$ cat src/rtl/moonbase_mem_bridge.sv
// Bridge from the moonbase_cpu_8bit multiplexed I/O bus to a single-port byte memory.
// Decodes address/write phases, arbitrates one memory port and keeps a one-byte read buffer coherent.
module moonbase_mem_bridge #(
    parameter int ADDR_HALF = 6,
    parameter int TIMEOUT   = 15
) (
    input  logic                   clk,
    input  logic                   rst,
    input  logic [7:0]             cpu_out,
    output logic [3:0]             cpu_nibble,
    output logic [2*ADDR_HALF-1:0] mem_addr,
    output logic [7:0]             mem_wdata,
    output logic                   mem_we,
    output logic                   mem_re,
    input  logic [7:0]             mem_rdata,
    input  logic                   mem_rvalid,
    output logic                   rd_busy,
    output logic                   err_timeout
);

    localparam int AW = 2 * ADDR_HALF;
    localparam int CW = $clog2(TIMEOUT + 1);
    localparam logic [CW-1:0] TIMEOUT_C = CW'(TIMEOUT);

    typedef enum logic [1:0] {
        S_IDLE,
        S_REQ,
        S_WAIT
    } state_t;

    state_t               state_q, state_d;
    logic [ADDR_HALF-1:0] addr_hi_q, addr_hi_d;
    logic [ADDR_HALF-1:0] addr_lo_q, addr_lo_d;
    logic [3:0]           wtmp_q, wtmp_d;
    logic [7:0]           rbuf_q, rbuf_d;
    logic                 dirty_q, dirty_d;
    logic                 discard_q, discard_d;
    logic [CW-1:0]        cnt_q, cnt_d;
    logic [CW-1:0]        cnt_inc;
    logic                 err_q, err_d;
    logic [AW-1:0]        mem_addr_q, mem_addr_d;
    logic [7:0]           mem_wdata_q, mem_wdata_d;
    logic                 mem_we_q, mem_we_d;
    logic                 mem_re_q, mem_re_d;
    logic                 take_rdata;

    logic       addr_lo_hit, addr_hi_hit, wlo_hit, whi_hit;
    logic [7:0] wbyte;
    logic       unused_data_strobe;

    assign addr_lo_hit        = cpu_out[7] & ~cpu_out[6];
    assign addr_hi_hit        = cpu_out[7] &  cpu_out[6];
    assign wlo_hit            = ~cpu_out[7] & ~cpu_out[5] & ~cpu_out[6];
    assign whi_hit            = ~cpu_out[7] & ~cpu_out[5] &  cpu_out[6];
    assign wbyte              = {cpu_out[3:0], wtmp_q};
    assign unused_data_strobe = cpu_out[4];
    assign cnt_inc            = cnt_q + CW'(1);

    always_ff @(posedge clk) begin
        if (rst) begin
            state_q     <= S_IDLE;
            addr_hi_q   <= '0;
            addr_lo_q   <= '0;
            wtmp_q      <= '0;
            rbuf_q      <= '0;
            dirty_q     <= 1'b1;
            discard_q   <= 1'b0;
            cnt_q       <= '0;
            err_q       <= 1'b0;
            mem_addr_q  <= '0;
            mem_wdata_q <= '0;
            mem_we_q    <= 1'b0;
            mem_re_q    <= 1'b0;
        end else begin
            state_q     <= state_d;
            addr_hi_q   <= addr_hi_d;
            addr_lo_q   <= addr_lo_d;
            wtmp_q      <= wtmp_d;
            rbuf_q      <= rbuf_d;
            dirty_q     <= dirty_d;
            discard_q   <= discard_d;
            cnt_q       <= cnt_d;
            err_q       <= err_d;
            mem_addr_q  <= mem_addr_d;
            mem_wdata_q <= mem_wdata_d;
            mem_we_q    <= mem_we_d;
            mem_re_q    <= mem_re_d;
        end
    end

    // REQ leaves only once its read has actually been on the port (mem_re_q).
    always_comb begin
        state_d    = state_q;
        dirty_d    = dirty_q;
        discard_d  = discard_q;
        cnt_d      = cnt_q;
        err_d      = err_q;
        take_rdata = 1'b0;
        case (state_q)
            S_IDLE: begin
                if (dirty_q) begin
                    state_d = S_REQ;
                end
            end
            S_REQ: begin
                if (mem_re_q) begin
                    state_d = S_WAIT;
                    dirty_d = 1'b0;
                    cnt_d   = '0;
                end
            end
            S_WAIT: begin
                if (mem_rvalid) begin
                    take_rdata = ~discard_q & ~dirty_q;
                    discard_d  = 1'b0;
                    state_d    = S_IDLE;
                end else begin
                    cnt_d = cnt_inc;
                    if (cnt_inc == TIMEOUT_C) begin
                        err_d     = 1'b1;
                        dirty_d   = 1'b1;
                        discard_d = 1'b0;
                        state_d   = S_IDLE;
                    end
                end
            end
            default: state_d = S_IDLE;
        endcase
        // A write landing while a read is in flight makes that read's data stale.
        if (whi_hit && (state_d == S_WAIT)) begin
            discard_d = 1'b1;
        end
        if (addr_lo_hit || addr_hi_hit) begin
            dirty_d = 1'b1;
        end
    end

    assign addr_lo_d   = addr_lo_hit ? cpu_out[ADDR_HALF-1:0] : addr_lo_q;
    assign addr_hi_d   = addr_hi_hit ? cpu_out[ADDR_HALF-1:0] : addr_hi_q;
    assign wtmp_d      = wlo_hit ? cpu_out[3:0] : wtmp_q;
    assign rbuf_d      = whi_hit ? wbyte : (take_rdata ? mem_rdata : rbuf_q);
    assign mem_wdata_d = whi_hit ? wbyte : mem_wdata_q;
    assign mem_addr_d  = {addr_hi_d, addr_lo_d};
    assign mem_we_d    = whi_hit;

    // Writes own the port; a pending read simply waits in REQ.
    always_comb begin
        mem_re_d    = (state_d == S_REQ) && !whi_hit;
        rd_busy     = (state_q != S_IDLE) || dirty_q;
        cpu_nibble  = cpu_out[6] ? rbuf_q[3:0] : rbuf_q[7:4];
        mem_addr    = mem_addr_q;
        mem_wdata   = mem_wdata_q;
        mem_we      = mem_we_q;
        mem_re      = mem_re_q;
        err_timeout = err_q;
    end

endmodule

$ cat config.mk
export PLATFORM = sky130hd
export DESIGN_NAME = moonbase_mem_bridge
export DESIGN_NICKNAME = d
export VERILOG_FILES = /design/src/rtl/moonbase_mem_bridge.sv
export SDC_FILE = /design/constraint.sdc
export NUM_CORES = 1
export LEC_CHECK = 0
export CORE_ASPECT_RATIO = 1.4
export CORE_MARGIN = 2
export CORE_UTILIZATION = 40
export DETAILED_ROUTE_END_ITERATION = 8
export GPL_ROUTABILITY_DRIVEN = 0
export GPL_TIMING_DRIVEN = 0
export MAX_ROUTING_LAYER = met4
export PLACE_DENSITY_LB_ADDON = 0.15
export SETUP_SLACK_MARGIN = 0.4
export SLEW_MARGIN = 20
export SYNTH_ARGS = -nofsm -noshare
export SYNTH_HDL_FRONTEND = slang
export SYNTH_SLANG_ARGS = --single-unit
$ cat constraint.sdc
create_clock -name clk -period 1.81 [get_ports clk]
set_input_delay 0.362 -clock clk [delete_from_list [all_inputs] [get_ports clk]]
set_output_delay 0.362 -clock clk [all_outputs]
set_load 0.02 [all_outputs]
==> results.ini <==
[status]
status=complete, no violations

[power]
leakage_nw=1.144
p_per_area_nw_per_um2=724.9
max-vdd-ir-drop_mv=0.5690

[clock_network]
postCtsHoldBufs=0
numClockSinks=43
cts.root.buffer_cell=clkbuf_8
clkLatencyLatePin_ns=0.29
cts_max_path_buffers=2
htree_levels=2
cts_tree=done
numCtsBuffers=5
clk_pin_slew_worst_paths_ns=0.08

[cells_and_area]
final_area_um2=2713
drive_gt1_share_pct=25.00
area_growth_syn_to_layout_pct=45.41
antenna_cells=0
nNetsFinal=288

[sta]
fin_ws_ns=0.2988
rsz0062_at_grt=yes
fin_crit_ns=1.511
hold_viol=0
finalClockSkew_ns=0.002718
max_slew.worst_pin.slew_ns=0.5420
setup_viol=0
max_freq_mhz=661.7
period_share_pct=83.49
relSlewSlack_pct=63.87
drv_slew=0
whs_ns=0.4195

[critical_path]
endpoint_kind=primary output
regToRegEndpoint=discard_q$_SDFFE_PP0P_
crit_type=flip-flop to primary output
r2r-start=state_q[1]$_SDFF_PP0_
reg2reg_depth=5
rrSetupSlack_ns=0.37
cp.arrival_ns=1.15
critPathLaunchType=flip-flop
cp.required_ns=1.45
critPathMaxFanout=2

[yosys]
syn-cell-area_um2=1866
ys_seq_area_share_pct=46.14
synth_cell_type_count=33
syn_nets=227
async_flop_share_pct=0
synth_area_leaders=dfxtp_1 (46%), mux2i_1 (9.7%), nand2_1 (6.2%), nor2_1 (5.8%), a21oi_1 (5.1%)
syn_inst=206
syn_area_per_cell_um2=9.056
synth_commonest_cells=dfxtp_1 (43), nand2_1 (31), nor2_1 (29), a21oi_1 (19), mux2i_1 (18)
synth_top_cell_by_area=dfxtp_1
netlist.area_leader.share_pct=46.14
yosys_warnings=0
synth_flop_cell=dfxtp_1
ys_seq_elements=43
yosysMostFrequentCell=dfxtp_1
synth_edf_count=0

[placed_design]
numPortBuffers=45
dpl.hpwl_mm=3.254
placed_area_um2=2395
place_ws_ns=-0.7037

[route]
postRouteAntennaNets=0
drc=0
first_iter_violations=49
wire_per_inst_um=14.25
dr.pass1.iters=4
wl_mm=4.704
routed_via_density=4.955
num_vias=1635

[die]
fp.dieArea_um2=5234
ios=47
coreArea_um2=4499
initial_core_util_pct=41.46
fp.dieW_um=61.72
die_y_um=84.81
rows=29

[min_path]
holdPathEnd=state_q[0]$_SDFF_PP0_
min_path_type=input pin to flip-flop
holdPathStages=2
min_from=rst

[grt]
grt_max_degree=13
grt_antenna_before_repair=0
grt_pass1_vias=1654
grt_pass1_wl_mm=7.631
track_usage_pct=19.78
grt_remaining_overflow=0

[job]
maxCapViolCount=0

-- how the worst max path moves through the flow --
| stage | depth (start not counted) | start | to |
|---|---|---|---|
| after global routing | 5 | cnt_q[1]$_SDFFE_PP0P_ | discard_q$_SDFFE_PP0P_ |
| after detailed placement | 4 | cpu_out[6] | cpu_nibble[1] |
| after CTS | 2 | state_q[1]$_SDFF_PP0_ | rd_busy |
| final | 2 | dirty_q$_SDFFE_PP1P_ | rd_busy |
| after floorplan | 6 | cnt_q[0]$_SDFFE_PP0P_ | discard_q$_SDFFE_PP0P_ |
| after global placement | 4 | cpu_out[6] | cpu_nibble[1] |
-- final cells by class --
type                            instances  area (um^2)
Multi-Input combinational cell        150         1044
Timing Repair Buffer                   54        511.7
Fill cell                             442         1787
Inverter                                1        3.754
Sequential cell                        43        879.6
Tap cell                               62        77.57
Buffer                                 12        96.34
Clock buffer                            8        100.1
-- cell usage in the layout, fill, tap and decap left out, drive strengths merged --
cell type      count
o41ai              1
clkdlybuf4s50     13
and3b              1
nor4b              1
o21ba              2
a21boi             1
nand2             31
nand2b             4
o21ai              4
buf               19
mux2i             18
nand3b             2
a2111o             1
dlymetal6s2s       2
and2               3
nor3b              1
and4b              1
mux2               5
nor2b              3
dlygate4sd2       24
or3                1
nand3              7
nor3               1
ha                 2
nor2              29
a21oi             19
dfxtp             43
clkbuf            16
a211oi            10
a31oi              1
or3b               1
inv                1
-- per-layer routing --
metal,wire length [um],vias to the layer above,track usage (%)
met2,2493,27,33.40
met5,0,-,-
met4,57,0,5.609
li1,-,826,-
met1,2002,775,22.91
met3,149,7,4.160
-- sequential cells by signal, indices dropped and copies added (netlist names), 2 cells and up --
signal and count:
rbuf_q 8, addr_hi_q 6, cnt_q 4, addr_lo_q 5
mem_wdata 8, state_q 2, wtmp_q 4
-- power by group --
part           switching (mW)  internal [mW]  total (mW)
Clock                   0.307          0.348       0.656
Sequential             0.0239          0.981        1.01
Combinational           0.156          0.149       0.306
Total                   0.488           1.48        1.97
-- metrics by stage --
stage	cells	util [%]	power [mW]	TNS [ns]
5_1_grt	330	60.29	2.046	0
6_report	330	60.29	1.966	0
3_5_place_dp	313	53.23	1.300	-7.393
2_1_floorplan	206	-	1.168	0
3_3_place_gp	313	53.23	1.298	-7.207
4_1_cts	330	58.34	1.964	0
-- worst max-delay path, cell delays in order, from the launching register on --
cell and delay, ns:
dfxtp_4 0.35, or3_4 0.38, buf_6 0.14
-- logic make-up (layout without fill, tap and decap cells) --
group           after synthesis  after routing  share of synthesized area (%)
mux                          23             23                          12.68
simple gates                 86             86                          22.94
fa+ha+maj                     2              2                          1.341
flops                        43             43                          46.14
buf+inv                      13             75                          3.018
compound gates               39             39                          13.88
-- repair_timing --
action	CTS	global route
setup buffers	9	0
pin swaps	6	8
gates resized for setup	91	26
endpoints found under the setup margin	69	37
Power figures use the tool's default switching activity.
